`src/rtl/camera_frame_writer.sv`:
```
// rtl/camera_frame_writer.sv - camera raster to 3:4 decimated frame buffer write strobes
`timescale 1ns/1ps

module camera_frame_writer #(
  parameter int SRC_WIDTH   = 320,
  parameter int SRC_HEIGHT  = 240,
  parameter int DST_WIDTH   = 240,
  parameter int DST_HEIGHT  = 180,
  parameter int PIXEL_WIDTH = 16,
  parameter int ADDR_WIDTH  = 17
) (
  input  logic                   clk_in,
  input  logic                   rst_n_in,
  input  logic                   frame_start_in,
  input  logic                   pixel_valid_in,
  input  logic [PIXEL_WIDTH-1:0] pixel_data_in,
  output logic [ADDR_WIDTH-1:0]  waddr_out,
  output logic [PIXEL_WIDTH-1:0] wdata_out,
  output logic                   we_out,
  output logic                   frame_done_out,
  output logic                   short_frame_out,
  output logic                   overflow_out
);

  // Counter widths; at least 2 bits so the modulo-4 drop test is always legal
  localparam int XW = (SRC_WIDTH  > 4) ? $clog2(SRC_WIDTH)  : 2;
  localparam int YW = (SRC_HEIGHT > 4) ? $clog2(SRC_HEIGHT) : 2;

  localparam logic [XW-1:0]         X_LAST    = XW'(SRC_WIDTH - 1);
  localparam logic [YW-1:0]         Y_LAST    = YW'(SRC_HEIGHT - 1);
  localparam logic [ADDR_WIDTH-1:0] ADDR_LAST = ADDR_WIDTH'(DST_WIDTH * DST_HEIGHT - 1);

  typedef enum logic [1:0] {
    IDLE   = 2'd0,
    ACTIVE = 2'd1,
    DONE   = 2'd2
  } state_t;

  state_t                  state;
  logic [XW-1:0]           src_x;
  logic [YW-1:0]           src_y;
  logic [ADDR_WIDTH-1:0]   wr_addr;

  logic [XW-1:0]           cur_x;
  logic [YW-1:0]           cur_y;
  logic [ADDR_WIDTH-1:0]   cur_addr;
  logic                    capture;
  logic                    keep;
  logic                    last_pixel;

  // Position of the pixel on the input this cycle; a frame start makes it pixel (0,0)
  always_comb begin
    cur_x      = frame_start_in ? '0 : src_x;
    cur_y      = frame_start_in ? '0 : src_y;
    cur_addr   = frame_start_in ? '0 : wr_addr;
    capture    = pixel_valid_in && (frame_start_in || (state == ACTIVE));
    keep       = capture && (cur_x[1:0] != 2'd3) && (cur_y[1:0] != 2'd3);
    last_pixel = (cur_x == X_LAST) && (cur_y == Y_LAST);
  end

  // Frame FSM, raster counters and registered write strobe
  always_ff @(posedge clk_in or negedge rst_n_in) begin
    if (!rst_n_in) begin
      state           <= IDLE;
      src_x           <= '0;
      src_y           <= '0;
      wr_addr         <= '0;
      waddr_out       <= '0;
      wdata_out       <= '0;
      we_out          <= 1'b0;
      frame_done_out  <= 1'b0;
      short_frame_out <= 1'b0;
      overflow_out    <= 1'b0;
    end else begin
      we_out          <= 1'b0;
      frame_done_out  <= 1'b0;
      short_frame_out <= 1'b0;

      // A new frame restarts everything; the pixel handling below may refine counters
      if (frame_start_in) begin
        state           <= ACTIVE;
        short_frame_out <= (state == ACTIVE);
        overflow_out    <= 1'b0;
        src_x           <= '0;
        src_y           <= '0;
        wr_addr         <= '0;
      end else if ((state == DONE) && pixel_valid_in) begin
        overflow_out    <= 1'b1;
      end

      // Kept pixel: present it to the buffer and step the running address
      if (keep) begin
        we_out    <= 1'b1;
        waddr_out <= cur_addr;
        wdata_out <= pixel_data_in;
        if (cur_addr != ADDR_LAST) begin
          wr_addr <= cur_addr + ADDR_WIDTH'(1);
        end
      end

      // Every accepted pixel, kept or dropped, advances the raster position
      if (capture) begin
        if (cur_x == X_LAST) begin
          src_x <= '0;
          src_y <= (cur_y == Y_LAST) ? '0 : cur_y + YW'(1);
        end else begin
          src_x <= cur_x + XW'(1);
          src_y <= cur_y;
        end
        if (last_pixel) begin
          state          <= DONE;
          frame_done_out <= 1'b1;
        end
      end
    end
  end

endmodule

```
`config.mk`:
```
export PLATFORM = sky130hd
export DESIGN_NAME = camera_frame_writer
export DESIGN_NICKNAME = d
export VERILOG_FILES = /design/src/rtl/camera_frame_writer.sv
export SDC_FILE = /design/constraint.sdc
export NUM_CORES = 1
export LEC_CHECK = 0
export CORE_MARGIN = 4
export CORE_UTILIZATION = 48
export DETAILED_ROUTE_END_ITERATION = 8
export GPL_TIMING_DRIVEN = 0
export PLACE_DENSITY = 0.87
export SLEW_MARGIN = 20
export SYNTH_ARGS = -nofsm -noshare
export SYNTH_HDL_FRONTEND = slang
export SYNTH_SLANG_ARGS = --single-unit
```
`constraint.sdc`:
```
create_clock -name clk_in -period 1.9 [get_ports clk_in]
set_input_delay 0.285 -clock clk_in [delete_from_list [all_inputs] [get_ports clk_in]]
set_output_delay 0.285 -clock clk_in [all_outputs]
set_load 0.05 [all_outputs]
```
==> flow_metrics.py <==
metrics = {
    "status": {
        "outcome": "finished with violations",
        "violations": "negative setup slack",
    },
    "die": {
        "ios": 57,
        "rows": 30,
        "initial_utilization": 0.492,
        "die_w_um": 91.5,
        "fp.coreArea_sq_mm": 0.00679,
        "die_y_um": 91.5,
        "fp.dieArea_sq_mm": 0.00837,
    },
    "logic_synthesis": {
        "yosysUniqueCellTypes": 46,
        "yosys_most_used_dff": "dfrtp_1",
        "ys_ff_latch": 73,
        "netlist_instances": 342,
        "ys.warnings.count": 0,
        "syn-cell-area_sq_mm": 0.00334,
        "async_flop_share": 1.00,
        "syn_avg_cell_area_sq_um": 9.78,
        "syn_nets": 365,
        "synth_edf_count": 0,
        "ys_seq_area_frac": 0.546,
    },
    "timing": {
        "worst_slew_pin_slew_ns": 0.591,
        "finalCriticalPeriod_ns": 1.98,
        "period_share": 1.04,
        "fin_hold_ws_ns": 0.416,
        "setup_slack_ns": -0.0758,
        "finalSetupTns_ns": -0.230,
        "maxSlewViolCount": 0,
        "hold_viol": 0,
        "setup_viol": 5,
        "rsz0062_at_grt": "true",
        "slew_headroom": 0.606,
        "clock_skew_ns": 0.00839,
        "fmax_mhz": 506,
    },
    "route": {
        "vias_per_cell": 5.40,
        "routed-via-count": 2895,
        "dr.pass1.iters": 7,
        "antenna_left": 0,
        "drc": 0,
        "wl_mm": 9.00,
        "initialDrtViolationCount": 195,
        "avgRoutedWirePerCell_um": 16.8,
    },
    "worst_setup_path": {
        "slowest_stage": "dfrtp_1",
        "end_kind": "register",
        "cp.required_ns": 2.12,
        "crit_chain": "nor2b_4 -> ha_4 -> nand4b_1 -> nor4_4 -> buf_6 -> nand4_1 -> xor2_1 -> nor3_2",
        "slowest_delay_ns": 0.36,
        "worst_setup_path_start_kind": "register",
        "worst_ep_arrival_time_ns": 2.20,
        "path_class": "reg2reg",
        "crit_fanout": 8,
    },
    "pwr": {
        "pwr-share-clk": 0.404,
        "swShare": 0.266,
        "leakage_nw": 2.15,
        "p_comb_frac": 0.148,
        "power_density_mw_per_mm2": 771,
        "power.internal_mw": 2.69,
        "peakVddDrop_v": 0.000307,
        "p_sw_uw": 976,
        "p_seq_frac": 0.448,
    },
    "grt": {
        "grt_pass1_wl_mm": 13.9,
        "grt_max_degree": 44,
        "grt_util_met3": 0.0539,
        "met2_usage": 0.338,
        "overflow": 0,
        "grt_use_met1": 0.255,
        "track_usage": 0.209,
        "first_global_vias": 2911,
        "antenna_found_initial": 0,
        "grt_most_used_layer": "met2",
    },
    "placement": {
        "dpl.cell_count": 495,
        "dp_hpwl_mm": 5.45,
        "numPortBuffers": 56,
        "gp_congestion": 0.839,
        "dpl_cell_area_sq_mm": 0.00409,
    },
    "finish": {
        "nFillCells": 460,
        "drive_above_1_share": 0.209,
        "n_antenna_cell": 0,
        "layoutNonFillerInstCount": 536,
        "final_core_util": 0.701,
        "stdcell_area_sq_mm": 0.00476,
        "nets": 458,
        "area_growth_syn_to_layout_pct": 42.4,
        "mostFrequentLayoutCells": "nand2_1 (87), dfrtp_1 (73), clkdlybuf4s50_1 (54), buf_4 (21)",
        "final_common_cell": "nand2_1",
    },
    "cts": {
        "clk_pin_slew_ns": 0.08,
        "cts_buffer_depth": 2,
        "clkLatencyLatePin_ns": 0.36,
        "cts_tree": "built",
        "cts.htree.levels": 3,
        "cts-root-buf": "clkbuf_8",
        "cts.sinks": 73,
        "cts_buffers": 9,
    },
    "min_path": {
        "min_path_type": "in2async",
    },
    "job": {
        "drv_cap": 0,
    },
}
## Yosys cell counts (5+ instances only)
cell | n | area, sq um
nor3_1 | 11 | 55.1
nand2_1 | 89 | 334
inv_1 | 11 | 41.3
xnor2_1 | 14 | 123
nor2b_1 | 13 | 81.3
a21oi_1 | 5 | 25.0
nor2_1 | 18 | 67.6
o21ai_0 | 21 | 105
clkbuf_1 | 7 | 26.3
dfrtp_1 | 73 | 1830
mux2_2 | 6 | 67.6
nand4_1 | 7 | 43.8
nor4_1 | 5 | 31.3
nand3_1 | 5 | 25.0
mux2i_1 | 5 | 50.1
## per-layer routing
| layer | wire, um | up-vias |
|---|---|---|
| met4 | 272 | 0 |
| met5 | 0 | - |
| li1 | - | 1342 |
| met2 | 4560 | 121 |
| met3 | 572 | 26 |
| met1 | 3600 | 1406 |
## worst max-delay path: cells and delay by family, from the launching register on
kind	cells	cell delay, ns
flip-flops	1	0.36
adder cells (fa/ha/maj)	1	0.17
AND/OR/NAND/NOR	5	0.91
XOR/XNOR	1	0.21
buffers and inverters	1	0.20
## power by group through the flow
stage / clock network (mW) / logic (mW) / registers, mW
5_1_grt: 1.57 / 0.575 / 1.65
4_1_cts: 1.50 / 0.512 / 1.64
3_5_place_dp: 0 / 0.479 / 1.67
2_1_floorplan: 0 / 0.117 / 1.82
3_3_place_gp: 0 / 0.465 / 1.67
6_report: 1.48 / 0.543 / 1.64
## through the flow
stage	total power, mW	setup slack (ns)
floorplan	1.94	0.00806
global placement	2.13	-1.83
detailed placement	2.15	-1.12
CTS	3.65	-0.00112
global route	3.79	-0.153
finish	3.67	-0.0758
## logic make-up after synthesis
group,synth area share
adders and majority gates,0.0112
and+or+nand+nor,0.262
buffers and inverters,0.0299
DFF,0.546
muxes,0.0352
xor gates and xnor gates,0.0445
AOI/OAI and AO/OA,0.0711
## cell type report
| class | count | area (sq um) | share of cell area |
|---|---|---|---|
| buffer | 12 | 92.6 | 0.0194 |
| clock inverter | 6 | 115 | 0.0242 |
| sequential | 73 | 1830 | 0.384 |
| inverter | 12 | 46.3 | 0.00972 |
| multi-input combinational | 245 | 1650 | 0.346 |
| clock buffer | 10 | 128 | 0.0268 |
| timing repair buffer | 82 | 787 | 0.165 |
| tap | 96 | 120 | 0.0252 |
## final timing paths
kind | cells past startpoint | slack (ns) | from | to
worst min register to register | 2 | 0.48 | wdata_out[10] | wdata_out[10]
min in group clk_in | 3 | 0.43 | frame_start_in | waddr_out[9]
worst max-delay path | 8 | -0.08 | src_x[0] | src_y[3]
worst min-delay path | 2 | 0.42 | rst_n_in | src_x[7]
worst max register to register | 8 | -0.08 | src_x[0] | src_y[3]
max in group asynchronous | 3 | 0.93 | rst_n_in | wr_addr[6]
## sequential cells by signal (all words and copies together) (netlist names)
register / count
waddr_out: 17
wr_addr: 17
wdata_out: 16
src_x: 9
src_y: 8
state: 2
frame_done_out: 1
overflow_out: 1
short_frame_out: 1
we_out: 1
## timing repair
action,CTS,global route
endpoints found under the setup margin,66,33
resized for setup,36,25
hold buffers,1,0
pin swaps,7,17
hold endpoints to repair,30,0
buffers inserted,9,14
gates cloned,0,1
No activity file was read; power rests on OpenSTA's default activity.
